==> config.mk <==
export PLATFORM = sky130hd
export DESIGN_NAME = crc32_check
export DESIGN_NICKNAME = d
export VERILOG_FILES = /design/src/rtl/crc_pkg.sv /design/src/rtl/crc32_div_step.sv /design/src/rtl/crc32_check.sv
export SDC_FILE = /design/constraint.sdc
export NUM_CORES = 1
export LEC_CHECK = 0
export CAP_MARGIN = 15
export CORE_MARGIN = 2
export CORE_UTILIZATION = 54
export CTS_BUF_LIST = sky130_fd_sc_hd__clkbuf_8
export DETAILED_ROUTE_END_ITERATION = 10
export GPL_ROUTABILITY_DRIVEN = 0
export GPL_TIMING_DRIVEN = 0
export PLACE_DENSITY = 0.82
export SYNTH_ARGS = -nofsm -noshare
export SYNTH_HDL_FRONTEND = slang
export SYNTH_HIERARCHICAL = 1
export SYNTH_SLANG_ARGS = --single-unit
==> constraint.sdc <==
create_clock -name clk_i -period 3 [get_ports clk_i]
set_input_delay 0.75 -clock clk_i [delete_from_list [all_inputs] [get_ports clk_i]]
set_output_delay 0.75 -clock clk_i [all_outputs]
set_load 0.01 [all_outputs]
==> src/rtl/crc_pkg.sv <==
// Shared CRC-32 definitions used by both the checker and the generator.
package crc_pkg;

    localparam int CRC_W = 32;
    localparam int DIV_W = 2 * CRC_W;
    localparam int STEP_CNT_W = 5;
    localparam logic [CRC_W-1:0] CRC32_POLY = 32'h04C11DB7;

    typedef enum logic [1:0] {
        IDLE  = 2'd0,
        SHIFT = 2'd1,
        RESP  = 2'd2
    } crc_state_e;

endpackage

==> src/rtl/crc32_div_step.sv <==
// One bit of modulo-2 long division: shift the dividend left and subtract the
// polynomial whenever the bit leaving the top was set.
module crc32_div_step
    import crc_pkg::*;
(
    input  logic [DIV_W-1:0] d_i,
    input  logic [CRC_W-1:0] poly_i,
    output logic [DIV_W-1:0] d_o
);

    assign d_o = {d_i[DIV_W-2:0], 1'b0}
               ^ (d_i[DIV_W-1] ? {poly_i, {CRC_W{1'b0}}} : {DIV_W{1'b0}});

endmodule

==> src/rtl/crc32_check.sv <==
// Bit-serial CRC-32 checker: divides {message, received CRC} over 32 cycles and
// reports the syndrome, a pass flag and a saturating mismatch counter.
module crc32_check
    import crc_pkg::*;
#(
    parameter logic [CRC_W-1:0] POLY  = CRC32_POLY,
    parameter int               CNT_W = 16
) (
    input  logic             clk_i,
    input  logic             rst_i,
    input  logic             valid_i,
    output logic             ready_o,
    input  logic [31:0]      message_i,
    input  logic [31:0]      crc_i,
    output logic             valid_o,
    input  logic             ready_i,
    output logic             match_o,
    output logic [31:0]      syndrome_o,
    output logic [CNT_W-1:0] err_count_o,
    input  logic             clear_i
);

    localparam logic [CNT_W-1:0]      CNT_ONE  = {{(CNT_W-1){1'b0}}, 1'b1};
    localparam logic [CNT_W-1:0]      CNT_MAX  = {CNT_W{1'b1}};
    localparam logic [STEP_CNT_W-1:0] LAST_STEP = 5'd31;

    crc_state_e            state_q;
    logic [STEP_CNT_W-1:0] count_q;
    logic [DIV_W-1:0]      dividend_q;
    logic [DIV_W-1:0]      dividend_step_s;
    logic                  match_q;
    logic [CRC_W-1:0]      syndrome_q;
    logic [CNT_W-1:0]      err_cnt_q;
    logic [CNT_W-1:0]      err_cnt_d;
    logic                  last_step_s;
    logic                  mismatch_s;

    crc32_div_step u_step (
        .d_i    (dividend_q),
        .poly_i (POLY),
        .d_o    (dividend_step_s)
    );

    assign last_step_s = (state_q == SHIFT) && (count_q == LAST_STEP);
    assign mismatch_s  = (dividend_step_s[DIV_W-1 -: CRC_W] != {CRC_W{1'b0}});

    // Clear has priority over a coincident increment; the count sticks at all-ones.
    always_comb begin
        err_cnt_d = err_cnt_q;
        if (clear_i) begin
            err_cnt_d = {CNT_W{1'b0}};
        end else if (last_step_s && mismatch_s && (err_cnt_q != CNT_MAX)) begin
            err_cnt_d = err_cnt_q + CNT_ONE;
        end else begin
            err_cnt_d = err_cnt_q;
        end
    end

    // Handshake FSM, dividend shifter and result registers.
    always_ff @(posedge clk_i or negedge rst_i) begin
        if (!rst_i) begin
            state_q    <= IDLE;
            count_q    <= {STEP_CNT_W{1'b0}};
            dividend_q <= {DIV_W{1'b0}};
            match_q    <= 1'b0;
            syndrome_q <= {CRC_W{1'b0}};
            err_cnt_q  <= {CNT_W{1'b0}};
        end else begin
            err_cnt_q <= err_cnt_d;
            case (state_q)
                IDLE: begin
                    if (valid_i) begin
                        dividend_q <= {message_i, crc_i};
                        count_q    <= {STEP_CNT_W{1'b0}};
                        state_q    <= SHIFT;
                    end
                end
                SHIFT: begin
                    dividend_q <= dividend_step_s;
                    if (count_q == LAST_STEP) begin
                        syndrome_q <= dividend_step_s[DIV_W-1 -: CRC_W];
                        match_q    <= !mismatch_s;
                        count_q    <= {STEP_CNT_W{1'b0}};
                        state_q    <= RESP;
                    end else begin
                        count_q <= count_q + 5'd1;
                    end
                end
                RESP: begin
                    if (ready_i) begin
                        state_q <= IDLE;
                    end
                end
                default: begin
                    state_q <= IDLE;
                end
            endcase
        end
    end

    assign ready_o     = (state_q == IDLE);
    assign valid_o     = (state_q == RESP);
    assign match_o     = match_q;
    assign syndrome_o  = syndrome_q;
    assign err_count_o = err_cnt_q;

endmodule

* Word level (Yosys, flattened, before mapping)
Cells that the tools add are included.
** Word-level totals
- Flip-flop bits (word level) :: 120
- Input bits :: 69
- Output and inout port bits :: 51
- Logic and storage cells :: 39
** Cells by class
- Add/sub/neg operators :: 2
- Eq/ne operators :: 7
- Muxes and demuxes :: 12
- Bitwise logic cells :: 1
- Reduce and logical (&&, ||, !) cells :: 11
** Operator list (count)
- 64-bit case mux with 2 select lines :: 1
- 64-bit two-way mux :: 1
- 64-bit bitwise XOR :: 1
- 59-bit two-way mux :: 1
- 16-bit two-way mux :: 2
- 32-bit nonzero test :: 1
- 16-bit by 1-bit adder with 16-bit output (second input constant) :: 1
- 16-bit inequality test (second input constant) :: 1
- 5-bit two-way mux :: 2
- 5-bit case mux with 2 select lines :: 1
- 2-bit two-way mux :: 3
- 2-bit case mux with 3 select lines :: 1
- 5-bit by 1-bit adder with 5-bit output (second input constant) :: 1
- 5-bit equality test (second input constant) :: 1
- 2-bit by 1-bit inequality test with 1-bit output (second input constant) :: 2
- 2-bit AND reduction :: 2
- 2-bit nonzero test :: 2
- 1-bit logical AND :: 3
- 3-bit AND reduction :: 1
- 2-bit by 1-bit equality test with 1-bit output (second input constant) :: 1
- 2-bit equality test (second input constant) :: 1
- 2-bit logical NOT :: 1
- 2-bit inequality test (second input constant) :: 1
- 1-bit logical NOT :: 1

* Depth between registers and ports, before layout
- Depth after elaboration :: 7
- Gate-level depth with buffers :: 10
- Gate-level depth less buffers :: 8

* Cells and area by module
The synthesis kept the hierarchy.
** By module, submodules not included
- crc32_check :: instances 1, cells each 578, area each 5746.8 um^2, sequential area each 3002.9 um^2
- crc32_div_step :: instances 1, cells each 100, area each 678.2 um^2, sequential area each 0.0 um^2

* Least setup slack after synthesis
Ideal clock, no wire load.
- Path type :: register -> register
- From :: register count_q[0]
- To :: register err_cnt_q[11], in the netlist err_count_o[11]
- Library setup time :: 0.078 ns
- Arrival time :: 2.345 ns
- Required time :: 2.922 ns
- Setup slack :: 0.577 ns
- Stages on the path, launching flop included :: 10
- Path through :: dfrtp_1 ha_1 and3_1 ha_1 nand3b_1 clkbuf_8 or4b_1 buf_2 or4_1 a21oi_1
** Between the ends
- Word-level cells in the longest chain between the ends :: 5
** RTL lines
- from (decl) :: line crc32_check.sv:28 : logic [STEP_CNT_W-1:0] count_q;
- from (signal assigned) :: line crc32_check.sv:63 : count_q <= {STEP_CNT_W{1'b0}};
- from (signal assigned) :: line crc32_check.sv:74 : count_q <= {STEP_CNT_W{1'b0}};
- from (signal assigned) :: line crc32_check.sv:83 : count_q <= {STEP_CNT_W{1'b0}};
- 5-bit equality test :: line crc32_check.sv:44 : assign last_step_s = (state_q == SHIFT) && (count_q == LAST_STEP);
- 1-bit logical AND :: line crc32_check.sv:44
- 1-bit logical AND (2 in series) :: line crc32_check.sv:52 : end else if (last_step_s && mismatch_s && (err_cnt_q != CNT_MAX)) begin
- 2-bit nonzero test (no line)
- to (signal assigned) :: line crc32_check.sv:67 : err_cnt_q <= {CNT_W{1'b0}};
- to (signal assigned) :: line crc32_check.sv:69 : err_cnt_q <= err_cnt_d;
- to (decl) :: line crc32_check.sv:33 : logic [CNT_W-1:0] err_cnt_q;
Every way passes these cells.
A chain may end at the register's enable or synchronous reset.

* Worst setup path in the final report
- From :: register state_q[1]
- To :: output port ready_o
** Between the ends
- Word-level cells in the longest chain between the ends :: 1
** RTL lines
- from (decl) :: line crc32_check.sv:27 : crc_state_e state_q;
- from (signal assigned) :: line crc32_check.sv:62 : state_q <= IDLE;
- from (signal assigned) :: line crc32_check.sv:75 : state_q <= SHIFT;
- from (signal assigned) :: line crc32_check.sv:84 : state_q <= RESP;
- 2-bit logical NOT :: line crc32_check.sv:101 : assign ready_o = (state_q == IDLE);
- to (decl) :: line crc32_check.sv:12 : output logic ready_o,
Every way passes these cells.

==> out/results.txt <==
The worst setup path is launched from a register. Summed over all instances, the cell type with the most area after synthesis is sky130_fd_sc_hd__dfrtp_1. In this run the power density over the cells is 855 mW/mm2. Synthesis inferred 120 register bits. The run gives 0.0115 mm2 as the placeable core region. Once routing completed, OpenROAD measured the worst setup slack at 148 ps. The run gives 15700 um as the post-detailed-routing wire length. The logs give 0 for the hold violation count in the final report and 0.00842 mm2 for the post-route standard cell area excluding fillers. The tool flagged a number of max-cap violations equal to 0. The routed layout has 5526 vias.

The run gives 918 as the net total in the final layout. The clock transition at the registers of the reported paths is 70 ps, and the DRC violation total after the first TritonRoute iteration is 363. The share of synthesized area in the top cell type comes to 46.7%.

The worst register-to-register path has a setup slack of 270 ps. Clock skew after layout: 11.4 ps. The part of the total power dissipated in combinational logic came out at 39.7%. The slowest stage of the critical path is the sky130_fd_sc_hd__clkdlybuf4s50_1 cell. In this run the count of I/O pins placed on the die edge is 120. By area the synthesized netlist is led by sky130_fd_sc_hd__dfrtp_1, sky130_fd_sc_hd__and3b_1, sky130_fd_sc_hd__nand2_1, sky130_fd_sc_hd__a21oi_1, sky130_fd_sc_hd__mux2_2. For this design the static power due to leakage is 3.90 nW.

Sequential cells burn 36.6% of the power. The critical path in this run is classified as reg2out. Using the TritonRoute via totals, the vias-per-cell ratio works out to 5.51. The later pin in the worst-skew pair is clocked with a latency of 440 ps. The post-route netlist has 14.4% of its cells at a drive strength greater than 1. The worst min-delay path class was in2async. The tools report the max-slew violation count as 0. The run gives 2 as the buffer depth of the longest clock path.

The remaining antenna violation count after routing came out at 0. In this run the horizontal extent of the chip is 113 um. The mapped netlist covers 0.00642 mm2. Counting buffers and inverters, the worst setup path is 5 cells deep. The internal portion of the total power is 4.80 mW.

Entering global routing, the biggest net connects 71 pins. For the pin with the worst max-slew slack, the measured transition is 633 ps. The total inserted antenna cells was 0; the number of warnings printed during yosys synthesis was 6. The cell row count was 39. Startpoint of the lowest-slack register-to-register path: dividend_q[63].

For this design, the sink count on the clock tree is 120. After legalization and detailed placement, the total HPWL measured 11300 um. Wire length of the first global-routing pass: 26100 um. TritonCTS built the clock tree.

The largest single stage delay on the critical path is 540 ps. In this run the critical register-to-register path is captured at err_count_o[2]. The checks that failed: DRC.

Leading cell type in the layout, fill and taps excluded: sky130_fd_sc_hd__dfrtp_1. The flow ran to the end, but the final reports show violations. The highest achievable clock rate is 351 MHz. The tools report the master cell of the clock root buffer as sky130_fd_sc_hd__clkbuf_8. Counting every instance in the synthesized netlist gives 678. Summed over all nets, the switching power comes to 2.39 mW.

In the global route stage, overall resource usage came out at 25.3%. The worst endpoint data arrival time is 2100 ps, and the routed wirelength normalized by instance count is 15.6 um. The top cell types in the final layout, fill and taps aside, are sky130_fd_sc_hd__dfrtp_1, sky130_fd_sc_hd__clkdlybuf4s50_1, sky130_fd_sc_hd__nand2_1. The utilization of the core after routing came out at 73.1%. The die is 113 um tall. The number of optimization iterations in the first detailed-route pass came out at 8.

The run gives 55.8% as the effective utilization at floorplan. In this run, CTS created clock tree buffers numbering 17. Along the worst path, the maximum fanout reaches 10. Relative to the synthesized area, the layout overhead comes to 31.0%. The clock tree synthesis step divided the H-tree into 4 levels. In this run, the clock network consumes 23.7% of the power. In this design, the critical path's most frequently occurring cell is sky130_fd_sc_hd__clkbuf_2. The die footprint is 0.0128 mm2. Together, buffers and inverters on the worst path number 4. After detailed placement, the total cell area comes to 0.00793 mm2. The tools report the setup slack at placement as -281 ps.

For the final setup violation count, the log shows 0. The worst setup path is captured at a primary output. The fraction of registers with async set or reset after synthesis is 100%, and the number of input and output port buffers inserted is 118.

The switching portion of total power is 33.2%, and the part of the cycle the worst path needs is 95.1%. The critical path data required time is 2250 ps, and the total negative slack is 0 ps. Walking the worst path, the cells encountered are clkbuf_2 -> buf_2 -> clkbuf_2 -> nor2_1 -> clkdlybuf4s50_1.

Setup repair after global routing left no endpoint under its margin. The critical path's top delay family was buffers and inverters. Averaged over all synthesized cells, the footprint is 9.48 um2.

In this run the tightest slew margin relative to its limit is 57.8%. The primary flip-flop cell chosen by synthesis mapping was sky130_fd_sc_hd__dfrtp_1. In this run, distinct cell masters in the synthesized netlist total 43. The number of antenna violations at the first check in global routing is 0, and the sequential-to-total area share from yosys stat is 46.7%. The via count of the first global-routing pass came out at 5436. The count of flip-flops with a built-in enable after synthesis works out to 0. Overflow left after global routing: 0. The depth of the worst register-to-register path came out at 10.

After detailed routing, the number of remaining DRC violations is 7. The final critical delay including setup and external delays works out to 2850 ps. The maximum ir drop on the vdd rail was 409 uV.
-- registers in the layout (all words and copies together), names as in the netlist --
name,count
count_q,5
match_o,1
state_q,2
err_count_o,16
syndrome_o,32
dividend_q,64
-- synth_stat cells, types with 3 or more instances --
library cell	instances
sky130_fd_sc_hd__a21oi_1	79
sky130_fd_sc_hd__a22o_1	3
sky130_fd_sc_hd__o21ai_0	70
sky130_fd_sc_hd__buf_4	32
sky130_fd_sc_hd__nand2b_1	3
sky130_fd_sc_hd__conb_1	3
sky130_fd_sc_hd__nand4_1	5
sky130_fd_sc_hd__nand2_1	107
sky130_fd_sc_hd__mux2_2	35
sky130_fd_sc_hd__buf_1	5
sky130_fd_sc_hd__o31ai_1	8
sky130_fd_sc_hd__ha_1	3
sky130_fd_sc_hd__nor4_1	13
sky130_fd_sc_hd__nor2_1	10
sky130_fd_sc_hd__or4_1	6
sky130_fd_sc_hd__nand3_1	8
sky130_fd_sc_hd__dfrtp_1	120
sky130_fd_sc_hd__inv_1	6
sky130_fd_sc_hd__xnor2_1	32
sky130_fd_sc_hd__and3b_1	63
sky130_fd_sc_hd__clkbuf_1	38
sky130_fd_sc_hd__buf_6	3
sky130_fd_sc_hd__nor2b_1	3
-- area by class of cell --
type / instances / area (um2)
Clock buffer: 21 / 289
Sequential cell: 120 / 3000
Buffer: 81 / 473
Timing Repair Buffer: 120 / 1220
Tap cell: 143 / 179
Inverter: 6 / 22.5
Clock inverter: 11 / 176
Fill cell: 831 / 3100
Multi-Input combinational cell: 500 / 3060
-- cell families (layout without fill, tap and decap cells) --
kind of cell	count (synthesis)	in the layout	synth area share (%)
and+or+nand+nor	232	232	20.8
buffers and inverters	88	239	7.58
muxes	35	35	6.13
adders and majority gates	3	3	0.584
AOI/OAI and AO/OA	165	165	13.7
other	3	33	0.175
xor gates and xnor gates	32	32	4.36
DFF	120	120	46.7
-- how the worst max path moves through the flow --
stage	start	to	slack [ps]
finish	state_q[1]	ready_o	150
floorplan	count_q[0]	err_count_o[11]	580
global placement	rst_i	err_count_o[7]	-3400
detailed placement	dividend_q[63]	err_count_o[7]	-280
CTS	state_q[1]	ready_o	10
global route	state_q[1]	ready_o	10
-- metrics by stage --
| step | hold WS [ps] | power (mW) | std cells |
|---|---|---|---|
| 2_1_floorplan | 451 | 4.51 | 708 |
| 3_3_place_gp | 462 | 5.33 | 969 |
| 3_5_place_dp | 473 | 5.50 | 970 |
| 4_1_cts | 254 | 7.22 | 1002 |
| 5_1_grt | 278 | 7.67 | 1002 |
| 6_report | 251 | 7.19 | 1002 |
-- repair_timing --
item	4_1_cts	5_1_grt
buffers inserted	0	1
setup endpoints to repair	13	15
hold buffers	0	0
pin swaps	0	1
gates resized for setup	9	7
-- power groups by stage --
stage / clock [mW] / combinational [mW] / sequential, mW
after floorplan: 0 / 1.86 / 2.65
after global placement: 0 / 2.72 / 2.61
after detailed placement: 0 / 2.84 / 2.66
after CTS: 1.73 / 2.86 / 2.63
after global routing: 1.80 / 3.17 / 2.70
final: 1.70 / 2.86 / 2.63
-- per-layer routing --
metal	GRT usage (%)	routed length (um)	vias up
li1	-	-	2639
met1	34.9	7050	2689
met2	40.4	7450	174
met3	5.62	926	24
met4	8.13	242	0
met5	0	0	-
Note: power is estimated with default switching activity, not from simulation.
